### src/rtl/quiz_round_control.sv
// Quiz game-play engine: latches settings on start, arbitrates buzzers, runs the
// per-question answer countdown, applies host judgements and declares a winner.
module quiz_round_control #(
  parameter int unsigned TICKS_PER_SEC = 100_000_000
) (
  input  logic       clk,
  input  logic       rst,
  input  logic       start_i,
  input  logic [3:0] buzz_i,
  input  logic       judge_ok_i,
  input  logic       judge_fail_i,
  input  logic [2:0] player_count_i,
  input  logic [3:0] question_count_i,
  input  logic [6:0] answer_time_i,
  input  logic [6:0] win_score_i,
  input  logic [3:0] success_score_i,
  input  logic [3:0] fail_score_i,
  output logic [2:0] state_o,
  output logic [3:0] question_no_o,
  output logic [1:0] responder_o,
  output logic [6:0] countdown_o,
  output logic [6:0] score0_o,
  output logic [6:0] score1_o,
  output logic [6:0] score2_o,
  output logic [6:0] score3_o,
  output logic [2:0] winner_o
);

  localparam int unsigned TickW = (TICKS_PER_SEC > 1) ? $clog2(TICKS_PER_SEC) : 1;
  localparam logic [TickW-1:0] TickLast = TickW'(TICKS_PER_SEC - 1);

  typedef enum logic [2:0] {
    StIdle   = 3'd0,
    StReady  = 3'd1,
    StAnswer = 3'd2,
    StResult = 3'd3,
    StOver   = 3'd4
  } state_e;

  state_e           state_q, state_d;
  logic [3:0]       buzz_q;
  logic [2:0]       players_q, players_d;
  logic [3:0]       questions_q, questions_d;
  logic [6:0]       ans_time_q, ans_time_d;
  logic [6:0]       win_q, win_d;
  logic [3:0]       succ_q, succ_d;
  logic [3:0]       fail_q, fail_d;
  logic [3:0]       question_q, question_d;
  logic [1:0]       responder_q, responder_d;
  logic [6:0]       countdown_q, countdown_d;
  logic [6:0]       score_q [4];
  logic [6:0]       score_d [4];
  logic [2:0]       winner_q, winner_d;
  logic [TickW-1:0] tick_q, tick_d;

  logic [3:0] buzz_edge, active, elig;
  logic [1:0] pick;
  logic       tick_wrap, any_win, best_tie;
  logic [6:0] best_val;
  logic [1:0] best_idx;

  function automatic logic [6:0] add_sat(input logic [6:0] a, input logic [3:0] b);
    logic [7:0] s;
    s = {1'b0, a} + {4'b0000, b};
    return (s > 8'd99) ? 7'd99 : s[6:0];
  endfunction

  function automatic logic [6:0] sub_floor(input logic [6:0] a, input logic [3:0] b);
    logic [7:0] s;
    s = {1'b0, a} - {4'b0000, b};
    return (a < {3'b000, b}) ? 7'd0 : s[6:0];
  endfunction

  always_ff @(posedge clk) begin
    if (rst) begin
      state_q     <= StIdle;
      buzz_q      <= '0;
      players_q   <= '0;
      questions_q <= '0;
      ans_time_q  <= '0;
      win_q       <= '0;
      succ_q      <= '0;
      fail_q      <= '0;
      question_q  <= '0;
      responder_q <= '0;
      countdown_q <= '0;
      winner_q    <= '0;
      tick_q      <= '0;
      for (int i = 0; i < 4; i++) score_q[i] <= '0;
    end else begin
      state_q     <= state_d;
      buzz_q      <= buzz_i;
      players_q   <= players_d;
      questions_q <= questions_d;
      ans_time_q  <= ans_time_d;
      win_q       <= win_d;
      succ_q      <= succ_d;
      fail_q      <= fail_d;
      question_q  <= question_d;
      responder_q <= responder_d;
      countdown_q <= countdown_d;
      winner_q    <= winner_d;
      tick_q      <= tick_d;
      for (int i = 0; i < 4; i++) score_q[i] <= score_d[i];
    end
  end

  always_comb begin
    state_d     = state_q;
    players_d   = players_q;
    questions_d = questions_q;
    ans_time_d  = ans_time_q;
    win_d       = win_q;
    succ_d      = succ_q;
    fail_d      = fail_q;
    question_d  = question_q;
    responder_d = responder_q;
    countdown_d = countdown_q;
    winner_d    = winner_q;
    tick_d      = tick_q;
    for (int i = 0; i < 4; i++) score_d[i] = score_q[i];

    buzz_edge = buzz_i & ~buzz_q;
    for (int i = 0; i < 4; i++) active[i] = (3'(i) < players_q);
    elig = buzz_edge & active;
    pick = 2'd0;
    for (int i = 3; i >= 0; i--) begin
      if (elig[i]) pick = 2'(i);
    end
    tick_wrap = (tick_q == TickLast);

    any_win = 1'b0;
    for (int i = 0; i < 4; i++) begin
      if (score_q[i] >= win_q) any_win = 1'b1;
    end
    // Player 0 is always active, so it seeds the maximum search.
    best_val = score_q[0];
    best_idx = 2'd0;
    best_tie = 1'b0;
    for (int i = 1; i < 4; i++) begin
      if (active[i]) begin
        if (score_q[i] > best_val) begin
          best_val = score_q[i];
          best_idx = 2'(i);
          best_tie = 1'b0;
        end else if (score_q[i] == best_val) begin
          best_tie = 1'b1;
        end
      end
    end

    case (state_q)
      StIdle, StOver: begin
        if (start_i) begin
          players_d   = player_count_i;
          questions_d = question_count_i;
          ans_time_d  = answer_time_i;
          win_d       = win_score_i;
          succ_d      = success_score_i;
          fail_d      = fail_score_i;
          for (int i = 0; i < 4; i++) score_d[i] = '0;
          winner_d    = '0;
          question_d  = 4'd1;
          countdown_d = '0;
          state_d     = StReady;
        end
      end
      StReady: begin
        if (|elig) begin
          responder_d = pick;
          countdown_d = ans_time_q;
          tick_d      = '0;
          state_d     = StAnswer;
        end else if (judge_fail_i) begin
          tick_d  = '0;
          state_d = StResult;
        end
      end
      StAnswer: begin
        if (tick_wrap) begin
          tick_d = '0;
          if (countdown_q != 7'd0) countdown_d = countdown_q - 7'd1;
        end else begin
          tick_d = tick_q + TickW'(1);
        end
        if (judge_ok_i) begin
          score_d[responder_q] = add_sat(score_q[responder_q], succ_q);
          tick_d  = '0;
          state_d = StResult;
        end else if (judge_fail_i || (tick_wrap && countdown_q == 7'd1)) begin
          score_d[responder_q] = sub_floor(score_q[responder_q], fail_q);
          tick_d  = '0;
          state_d = StResult;
        end
      end
      StResult: begin
        if (tick_wrap) begin
          tick_d = '0;
          if (any_win) begin
            winner_d = {1'b0, responder_q} + 3'd1;
            state_d  = StOver;
          end else if (question_q == questions_q) begin
            winner_d = best_tie ? 3'd0 : ({1'b0, best_idx} + 3'd1);
            state_d  = StOver;
          end else begin
            question_d  = question_q + 4'd1;
            countdown_d = '0;
            state_d     = StReady;
          end
        end else begin
          tick_d = tick_q + TickW'(1);
        end
      end
      default: state_d = StIdle;
    endcase
  end

  always_comb begin
    state_o       = state_q;
    question_no_o = question_q;
    responder_o   = responder_q;
    countdown_o   = countdown_q;
    score0_o      = score_q[0];
    score1_o      = score_q[1];
    score2_o      = score_q[2];
    score3_o      = score_q[3];
    winner_o      = winner_q;
  end

endmodule

### config.mk
export PLATFORM = sky130hd
export DESIGN_NAME = quiz_round_control
export DESIGN_NICKNAME = d
export VERILOG_FILES = /design/src/rtl/quiz_round_control.sv
export SDC_FILE = /design/constraint.sdc
export NUM_CORES = 1
export LEC_CHECK = 0
export CAP_MARGIN = 10
export CORE_MARGIN = 2
export CORE_UTILIZATION = 57
export CTS_CLUSTER_SIZE = 16
export DETAILED_ROUTE_END_ITERATION = 16
export PLACE_DENSITY_LB_ADDON = 0.08
export RECOVER_POWER = 25
export SLEW_MARGIN = 20
export SYNTH_ARGS = -nofsm -noshare
export SYNTH_HDL_FRONTEND = slang
export SYNTH_SLANG_ARGS = --single-unit
### constraint.sdc
create_clock -name clk -period 5.4 [get_ports clk]
set_input_delay 1.08 -clock clk [delete_from_list [all_inputs] [get_ports clk]]
set_output_delay 1.08 -clock clk [all_outputs]
set_load 0.005 [all_outputs]
---- Word level (Yosys, flattened, before mapping) ----
Memory sizes are Yosys's and may differ from the RTL's. A register that Yosys moved wholly into a read port is not among the register bits.
Index checks and enable logic that the tools add are counted.
storage, ports and cells
  input port bits ......................... 38
  logic and storage cells ................. 161
  output and inout port bits .............. 47
  RAM bits ................................ 28
  memories ................................ 1
  register bits ........................... 79
operators by class
  bitwise logic cells ..................... 8
  reductions and logical operators ........ 17
  muxes and demuxes ....................... 80
  order comparisons ....................... 15
  equality and inequality tests ........... 20
  add/subtract/negate cells ............... 7
memories
  memory   words  width  rd ports  clocked after memory_dff  write ports  line  text
  score_q  4      7      5         1                         4            51    logic [6:0] score_q [4];
operators by type and width
  cell                   number
  $mux 27                5
  $mux 7                 18
  $mux 28                3
  $pmux 27 s3            1
  $bwmux 28              2
  $pmux 28 s2            1
  $mux 3                 13
  $ge 7x7->1             4
  $pmux 7 s4             1
  $add 27x1->27 const B  1
  $eq 27x27->1 const B   1
  $eq 7x7->1             3
  $gt 7x7->1             3
  $mux 2                 10
  $mux 1                 18
  $mux 4                 4
  $demux 7 s2            1
  $ne 2x2->1 const B     7
  $pmux 3 s4             1
  $ne 3x3->1 const B     3
  $add 7x4->8            1
  $and 4x4->4            2
  $gt 8x7->1 const B     1
  $pmux 4 s2             1
  other kinds (31)       42

---- Logic depth before layout (Yosys ltp) ----
Gate-level depths: netlist (run 1).
An unclocked memory read counts as a cell.
  depth after elaboration ................. 16
  gate-level depth with buffers ........... 23
  mapped depth without buffers ............ 22

---- Least setup slack after synthesis (run 1) ----
Ideal clock, no wire load.
  kind .................................... flip-flop to flip-flop
  from .................................... memory score_q[0][1]
  to ...................................... register winner_q[1], in the netlist winner_o[1]
  clock period less this slack ............ 4.923 ns
  required time ........................... 5.268 ns
  stages on the path, launching flop included .. 24
  setup time .............................. 0.132 ns
  slack ................................... 0.477 ns
  buffers on the path ..................... 1
  arrival ................................. 4.791 ns
  cells stage by stage .................... dfxtp_1 -> inv_1 -> ha_1 -> nor2b_1 -> o21ai_0 -> a21oi_1 -> o31ai_2 -> mux2i_1 -> ha_1 -> a211oi_1 -> o21bai_1 -> nor2_1 -> clkbuf_1 -> o21ai_0 -> o31ai_1 -> ha_1 -> a211oi_1 -> nor2_1 -> o311ai_0 -> nor2b_1 -> inv_1 -> ha_1 -> a221oi_1 -> nor3_1
RTL lines
  element               line  text
  start, declared       51
  end signal, assigned  102   winner_q <= winner_d;
  end, declared         53    logic [2:0] winner_q, winner_d;

==> results of run 1 <==
## cell type report
cell class,instances,area (um2),area share
timing repair buffer,98,940,0.115
sequential,109,2180,0.267
tap,147,184,0.0225
clock inverter,5,60.1,0.00735
clock buffer,11,243,0.0297
multi-input combinational,629,4410,0.540
inverter,41,154,0.0188
## cells in the mapped netlist, types with 6 or more instances
master	count	area share
dfxtp_1	109	0.32
inv_1	40	0.022
mux2i_1	10	0.015
nor4_1	15	0.014
nand4_1	13	0.012
clkbuf_1	28	0.015
nand3_1	23	0.017
buf_2	6	0.0044
xnor2_1	21	0.027
mux4_2	7	0.023
xor2_1	9	0.011
a211oi_1	6	0.0065
a21oi_1	67	0.049
nand2b_1	11	0.010
o21ai_0	28	0.020
or3_1	8	0.0073
a21o_1	6	0.0065
o31ai_1	12	0.013
o2bb2ai_1	12	0.015
a22o_1	12	0.015
ha_1	66	0.12
nor2b_1	15	0.014
nor2_1	61	0.033
nor3_1	26	0.019
nand2_1	95	0.052
## registers in the layout (all words and copies together), names as in the netlist, named ones only
signal,flops
countdown_o,7
ans_time_q,7
succ_q,4
buzz_q,4
score_q,28
responder_o,2
tick_q,27
questions_q,4
question_no_o,4
state_o,3
win_q,7
players_q,3
winner_o,3
fail_q,4
## worst paths after layout
check / endpoint / depth (start not counted) / startpoint / slack [ns]
setup reg to reg: winner_o[1]$_SDFFE_PP0P_ / 24 / score_q[0][1]$_SDFFE_PP0P_ / 0.45
setup / recovery: winner_o[1]$_SDFFE_PP0P_ / 24 / score_q[0][1]$_SDFFE_PP0P_ / 0.45
hold reg to reg: win_q[4]$_SDFFE_PP0P_ / 2 / win_q[4]$_SDFFE_PP0P_ / 0.46
hold / removal: win_q[4]$_SDFFE_PP0P_ / 2 / win_q[4]$_SDFFE_PP0P_ / 0.46
## metal layers
layer	global-route usage	vias up	routed length, um	share of wire
met1	0.379	3147	8040	0.41
met4	0.150	0	656	0.034
li1	-	3152	-	-
met5	0	-	0	0
met3	0.0430	44	1300	0.066
met2	0.530	275	9520	0.49
## power groups by stage
stage                     clock, W  combinational (W)  sequential (W)
after global placement           0            0.00108        0.000993
after detailed placement         0            0.00111        0.000997
after CTS                 0.000693            0.00112        0.000979
after floorplan                  0           0.000824        0.000955
final                     0.000687            0.00114        0.000982
after global routing      0.000716            0.00126        0.000993
## metrics by stage
step | total power [W] | setup slack [ns] | cell area [um2]
after floorplan | 0.00178 | 0.477 | 6890
after global placement | 0.00207 | 0.479 | 7860
after detailed placement | 0.00211 | 0.212 | 7860
after CTS | 0.00279 | 0.149 | 8160
after global routing | 0.00296 | 0.00190 | 8180
final | 0.00281 | 0.446 | 8180
## worst min-delay path, delay by kind of cell, from the launching register on
| family | cells | cell delay (ns) |
|---|---|---|
| flip-flops | 1 | 0.31 |
| AND/OR/NAND/NOR | 1 | 0.05 |
| AO/OA/AOI/OAI | 1 | 0.05 |
## cell usage in the layout, fill, tap and decap left out, types with 13 or more instances in the layout
cell type / instances
dfxtp_1: 108
nand2_1: 95
clkdlybuf4s50_1: 80
a21oi_1: 67
ha_1: 66
nor2_1: 61
inv_1: 40
o21ai_0: 28
nor3_1: 25
nand3_1: 23
xnor2_1: 21
nor2b_1: 15
nor4_1: 15
buf_4: 14
nand4_1: 13
## what timing repair did
item,CTS,global route
hold buffers,0,0
endpoints found under the setup margin,0,3
resized for setup,0,4
hold endpoints to repair,0,0
## kinds of logic (layout without fill, tap and decap cells)
| logic type | count (synthesis) | count (layout) | synth area share |
|---|---|---|---|
| compound gates | 212 | 212 | 0.218 |
| simple gates | 299 | 299 | 0.214 |
| buf+inv | 78 | 155 | 0.0452 |
| fa+ha+maj | 68 | 68 | 0.126 |
| xor+xnor | 30 | 30 | 0.0382 |
| mux | 20 | 20 | 0.0423 |
| flops | 109 | 109 | 0.317 |
==> results.py, run 1 <==
metrics = {
    "run_status": {
        "status": "complete, but fails checks",
        "violations": "max-capacitance violations, max-slew violations",
    },
    "floorplanning": {
        "die_area_um2": 13000,
        "initial_core_util": 0.578,
        "io-pin-count": 85,
        "core-area_um2": 11900,
        "die_w_um": 114,
        "rows": 40,
        "fp.dieH_um": 114,
    },
    "clock_network": {
        "cts_buffer_depth": 2,
        "cts_made_buffers": 9,
        "clock_latency_ns": 0.36,
        "cts_tree": "yes",
        "post-cts-setup-buffers": 0,
        "cts.clk_slew.worst_paths_ns": 0.07,
        "cts-root-buf": "clkbuf_16",
        "htreeDepth": 3,
        "numClockSinks": 109,
    },
    "critical_path": {
        "crit_path_end_kind": "register",
        "crit_chain": "inv_1, ha_1, nor2b_1, o21ai_0, a21oi_1, o31ai_2, buf_4, mux2i_1, ha_1, nand4_1, a21oi_1, nor2_1, buf_4, o21ai_0, o31ai_1, ha_1, nand4_1, or2_2, o311ai_2, nor2b_1, inv_1, ha_1, a221oi_1, nor3_1",
        "crit_path_max_incr_delay_ns": 0.38,
        "cp_slowest_cell": "dfxtp_2",
        "start_kind": "register",
        "crit_buf_inv": 4,
        "crit_family": "compound AO/OA/AOI/OAI gates",
        "cp.arrival_ns": 5.20,
        "cp_common_cell": "ha_1",
        "cp.required_ns": 5.64,
        "path_max_fanout": 12,
        "timing_worst_setup_path_type": "register to register",
    },
    "timing": {
        "relSlewSlack": -0.577,
        "finClkSkew_ns": 0.00853,
        "fin_crit_sh": 0.917,
        "rsz0062_at_grt": "no",
        "max_freq_ghz": 0.202,
        "setup_viol": 0,
        "whs_ns": 0.458,
        "slew_viol_final": 48,
        "fin_setup_tns_ns": 0,
        "period_minus_slack_ns": 4.95,
        "worstMarginPinSlew_ns": 2.37,
        "hold_viol_final": 0,
    },
    "logic_synthesis": {
        "synth-async-reset-ratio": 0,
        "synth_cells": 816,
        "avgSynthCellArea_um2": 8.44,
        "synth_cell_type_count": 75,
        "yosys_warnings": 0,
        "ys.flop_type": "dfxtp_1",
        "synth_nets": 922,
        "synth-edff-count": 0,
        "yosysSeqAreaShare": 0.317,
        "netlist_area_um2": 6890,
        "synth-seq-cells": 109,
    },
    "pwr": {
        "comb_power_share": 0.405,
        "clockPowerShare": 0.245,
        "p_leak_nw": 3.10,
        "netSwitchingFraction": 0.394,
        "pwr_density_cell_nw_per_um2": 343,
        "p_int_w": 0.00170,
        "p_sw_w": 0.00111,
        "pwr-share-seq": 0.350,
        "ir_drop_mv": 0.215,
    },
    "cells_and_area": {
        "antennaDiodeCount": 0,
        "utilization": 0.686,
        "finalNonFillerCells": 1040,
        "fillers": 1000,
        "layout-drive-gt1-share": 0.0739,
        "area_growth_syn_to_layout_pct": 18.7,
        "finalNetCount": 994,
    },
    "global_route": {
        "track_usage": 0.308,
        "first_global_vias": 6356,
        "antenna_found_initial": 0,
        "grt_pass1_wl_um": 31600,
        "grt_remaining_overflow": 0,
        "grt_max_degree": 48,
    },
    "drt": {
        "via_per_inst": 6.36,
        "wl_per_cell_um": 18.8,
        "drcViolationCount": 0,
        "num_vias": 6618,
        "finalWirelength_um": 19500,
        "firstDrtPassIters": 5,
        "ant_nets": 0,
        "dr.first_iter.drc_count": 494,
    },
    "place": {
        "gp_congestion": 0.962,
        "dp_cells": 1024,
        "io_buffers": 84,
        "hpwl_um": 14300,
    },
    "run": {
        "cap_violations": 1,
    },
    "hold_path": {
        "worstHoldPathType": "register to register",
    },
}
Note: power is estimated with default switching activity, not from simulation.
==> run 2, diff against run 1 <==
ABC_CLOCK_PERIOD_IN_PS = 5400   (was unset)
CAP_MARGIN = 20   (was 10)
==> results of run 2 <==
No change in the layout: final DEF, timing and power equal those of run 1.
==> run 3, diff against run 2 <==
CORE_UTILIZATION = 40   (was 57)
SLEW_MARGIN = 30   (was 20)
==> results.py, run 3 (synthesis results as in run 1) <==
metrics = {
    "run_status": {
        "status": "finished clean",
    },
    "drt": {
        "wl_per_cell_um": 18.4,
        "via_per_inst": 5.80,
        "num_vias": 6502,
        "drcViolationCount": 0,
        "finalWirelength_um": 20600,
        "dr.first_iter.drc_count": 412,
        "firstDrtPassIters": 7,
        "ant_nets": 0,
    },
    "floorplanning": {
        "die_area_um2": 18300,
        "initial_core_util": 0.412,
        "rows": 47,
        "io-pin-count": 85,
        "fp.dieH_um": 135,
        "core-area_um2": 16700,
        "die_w_um": 135,
    },
    "clock_network": {
        "cts-root-buf": "clkbuf_16",
        "cts.clk_slew.worst_paths_ns": 0.07,
        "htreeDepth": 3,
        "numClockSinks": 109,
        "clock_latency_ns": 0.36,
        "cts_tree": "yes",
        "cts_buffer_depth": 2,
        "cts_hold_buf": 0,
        "cts_made_buffers": 9,
    },
    "run": {
        "cap_violations": 0,
    },
    "global_route": {
        "track_usage": 0.227,
        "antenna_found_initial": 0,
        "grt_remaining_overflow": 0,
        "first_global_vias": 6141,
        "grt_max_degree": 49,
        "grt_pass1_wl_um": 32500,
    },
    "critical_path": {
        "cp_common_cell": "ha_1",
        "start_kind": "register",
        "crit_path_end_kind": "register",
        "cp.required_ns": 5.62,
        "crit_chain": "ha_1, nor2b_1, o21ai_0, a21oi_1, o31ai_2, buf_4, mux2i_1, ha_1, a211oi_1, o21bai_1, nor2_2, buf_4, o21ai_0, o31ai_1, ha_1, a21oi_1, a21oi_1, o311ai_1, nor2b_1, inv_1, ha_1, a221oi_1, nor3_1",
        "path_max_fanout": 7,
        "cp_slowest_cell": "dfxtp_1",
        "timing_worst_setup_path_type": "register to register",
        "crit_buf_inv": 3,
        "r2r_slack_ns": 0.42,
        "crit_family": "compound AO/OA/AOI/OAI gates",
        "cp.arrival_ns": 5.20,
        "crit_path_max_incr_delay_ns": 0.48,
    },
    "cells_and_area": {
        "area_growth_syn_to_layout_pct": 21.4,
        "layout-drive-gt1-share": 0.0832,
        "top_register": "score_q",
        "final_common_cell": "dfxtp_1",
        "layout_common_cells": "dfxtp_1 (108), nand2_1 (95), clkdlybuf4s50_1 (76)",
        "finalNetCount": 1002,
        "fin_area_um2": 8360,
        "reg.largest.list": "score_q x28, tick_q x27",
        "antennaDiodeCount": 0,
        "largest_reg_flops": 28,
    },
    "timing": {
        "fin_crit_sh": 0.922,
        "finClkSkew_ns": 0.00789,
        "period_minus_slack_ns": 4.98,
        "rsz0062_at_grt": "no",
        "relSlewSlack": 0.0364,
        "hold_viol_final": 0,
        "worstMarginPinSlew_ns": 1.45,
        "slew_viol_final": 0,
        "max_freq_ghz": 0.201,
        "fin_setup_tns_ns": 0,
        "setup_viol": 0,
        "setup_slack_ns": 0.419,
    },
    "hold_path": {
        "worstHoldPathType": "register to register",
    },
    "place": {
        "place_ws_ns": 0.173,
        "io_buffers": 84,
        "gp_congestion": 0.881,
        "postPlaceCellArea_um2": 8010,
        "hpwl_um": 15400,
    },
    "pwr": {
        "p_leak_nw": 3.17,
        "ir_drop_mv": 0.218,
        "p_total_w": 0.00288,
        "pwr_density_cell_nw_per_um2": 344,
    },
}
-- run 3: worst min-delay path, delay by kind of cell, from the launching register on --
family,cells,cell delay [ns]
flops,1,0.31
simple gates,1,0.05
compound gates,1,0.05
-- run 3: layer usage --
| metal | vias to the layer above | global-route usage | routed length [um] |
|---|---|---|---|
| met1 | 3081 | 0.303 | 9300 |
| li1 | 3160 | - | - |
| met4 | 0 | 0.0897 | 573 |
| met5 | - | 0 | 0 |
| met2 | 226 | 0.376 | 9750 |
| met3 | 35 | 0.0262 | 989 |
-- run 3: final cells by class --
class,count,area [um2]
timing repair buffer,106,1000
sequential,109,2180
clock buffer,10,239
tap,220,275
fill,1614,8340
inverter,41,154
multi-input combinational,629,4410
clock inverter,6,91.3
-- run 3: path summary, 6_finish.rpt --
kind / cells past startpoint / to / start
worst max register to register: 23 / winner_o[1]$_SDFFE_PP0P_ / score_q[1][1]$_SDFFE_PP0P_
worst min-delay path: 2 / win_q[3]$_SDFFE_PP0P_ / win_q[3]$_SDFFE_PP0P_
worst max-delay path: 23 / winner_o[1]$_SDFFE_PP0P_ / score_q[1][1]$_SDFFE_PP0P_
worst min register to register: 2 / win_q[3]$_SDFFE_PP0P_ / win_q[3]$_SDFFE_PP0P_
-- run 3: per-stage QoR --
stage / hold slack, ns / util / instances
after floorplan: 0.436 / - / 816
after global placement: 0.453 / 0.479 / 1104
after detailed placement: 0.453 / 0.479 / 1104
after CTS: 0.463 / 0.499 / 1120
after global routing: 0.484 / 0.500 / 1121
final: 0.462 / 0.500 / 1121
-- run 3: timing repair --
| item | 4_1_cts | 5_1_grt |
|---|---|---|
| hold endpoints to repair | 0 | 0 |
| buffers inserted | 0 | 1 |
| endpoints found under the setup margin | 0 | 2 |
| gates resized for setup | 0 | 4 |
-- run 3: power by group --
part | leakage (nW) | internal, W | switching [W]
Sequential | 0.885 | 0.000884 | 0.0000909
Clock | 0.163 | 0.000423 | 0.000320
Combinational | 2.12 | 0.000450 | 0.000711
Total | 3.17 | 0.00176 | 0.00112
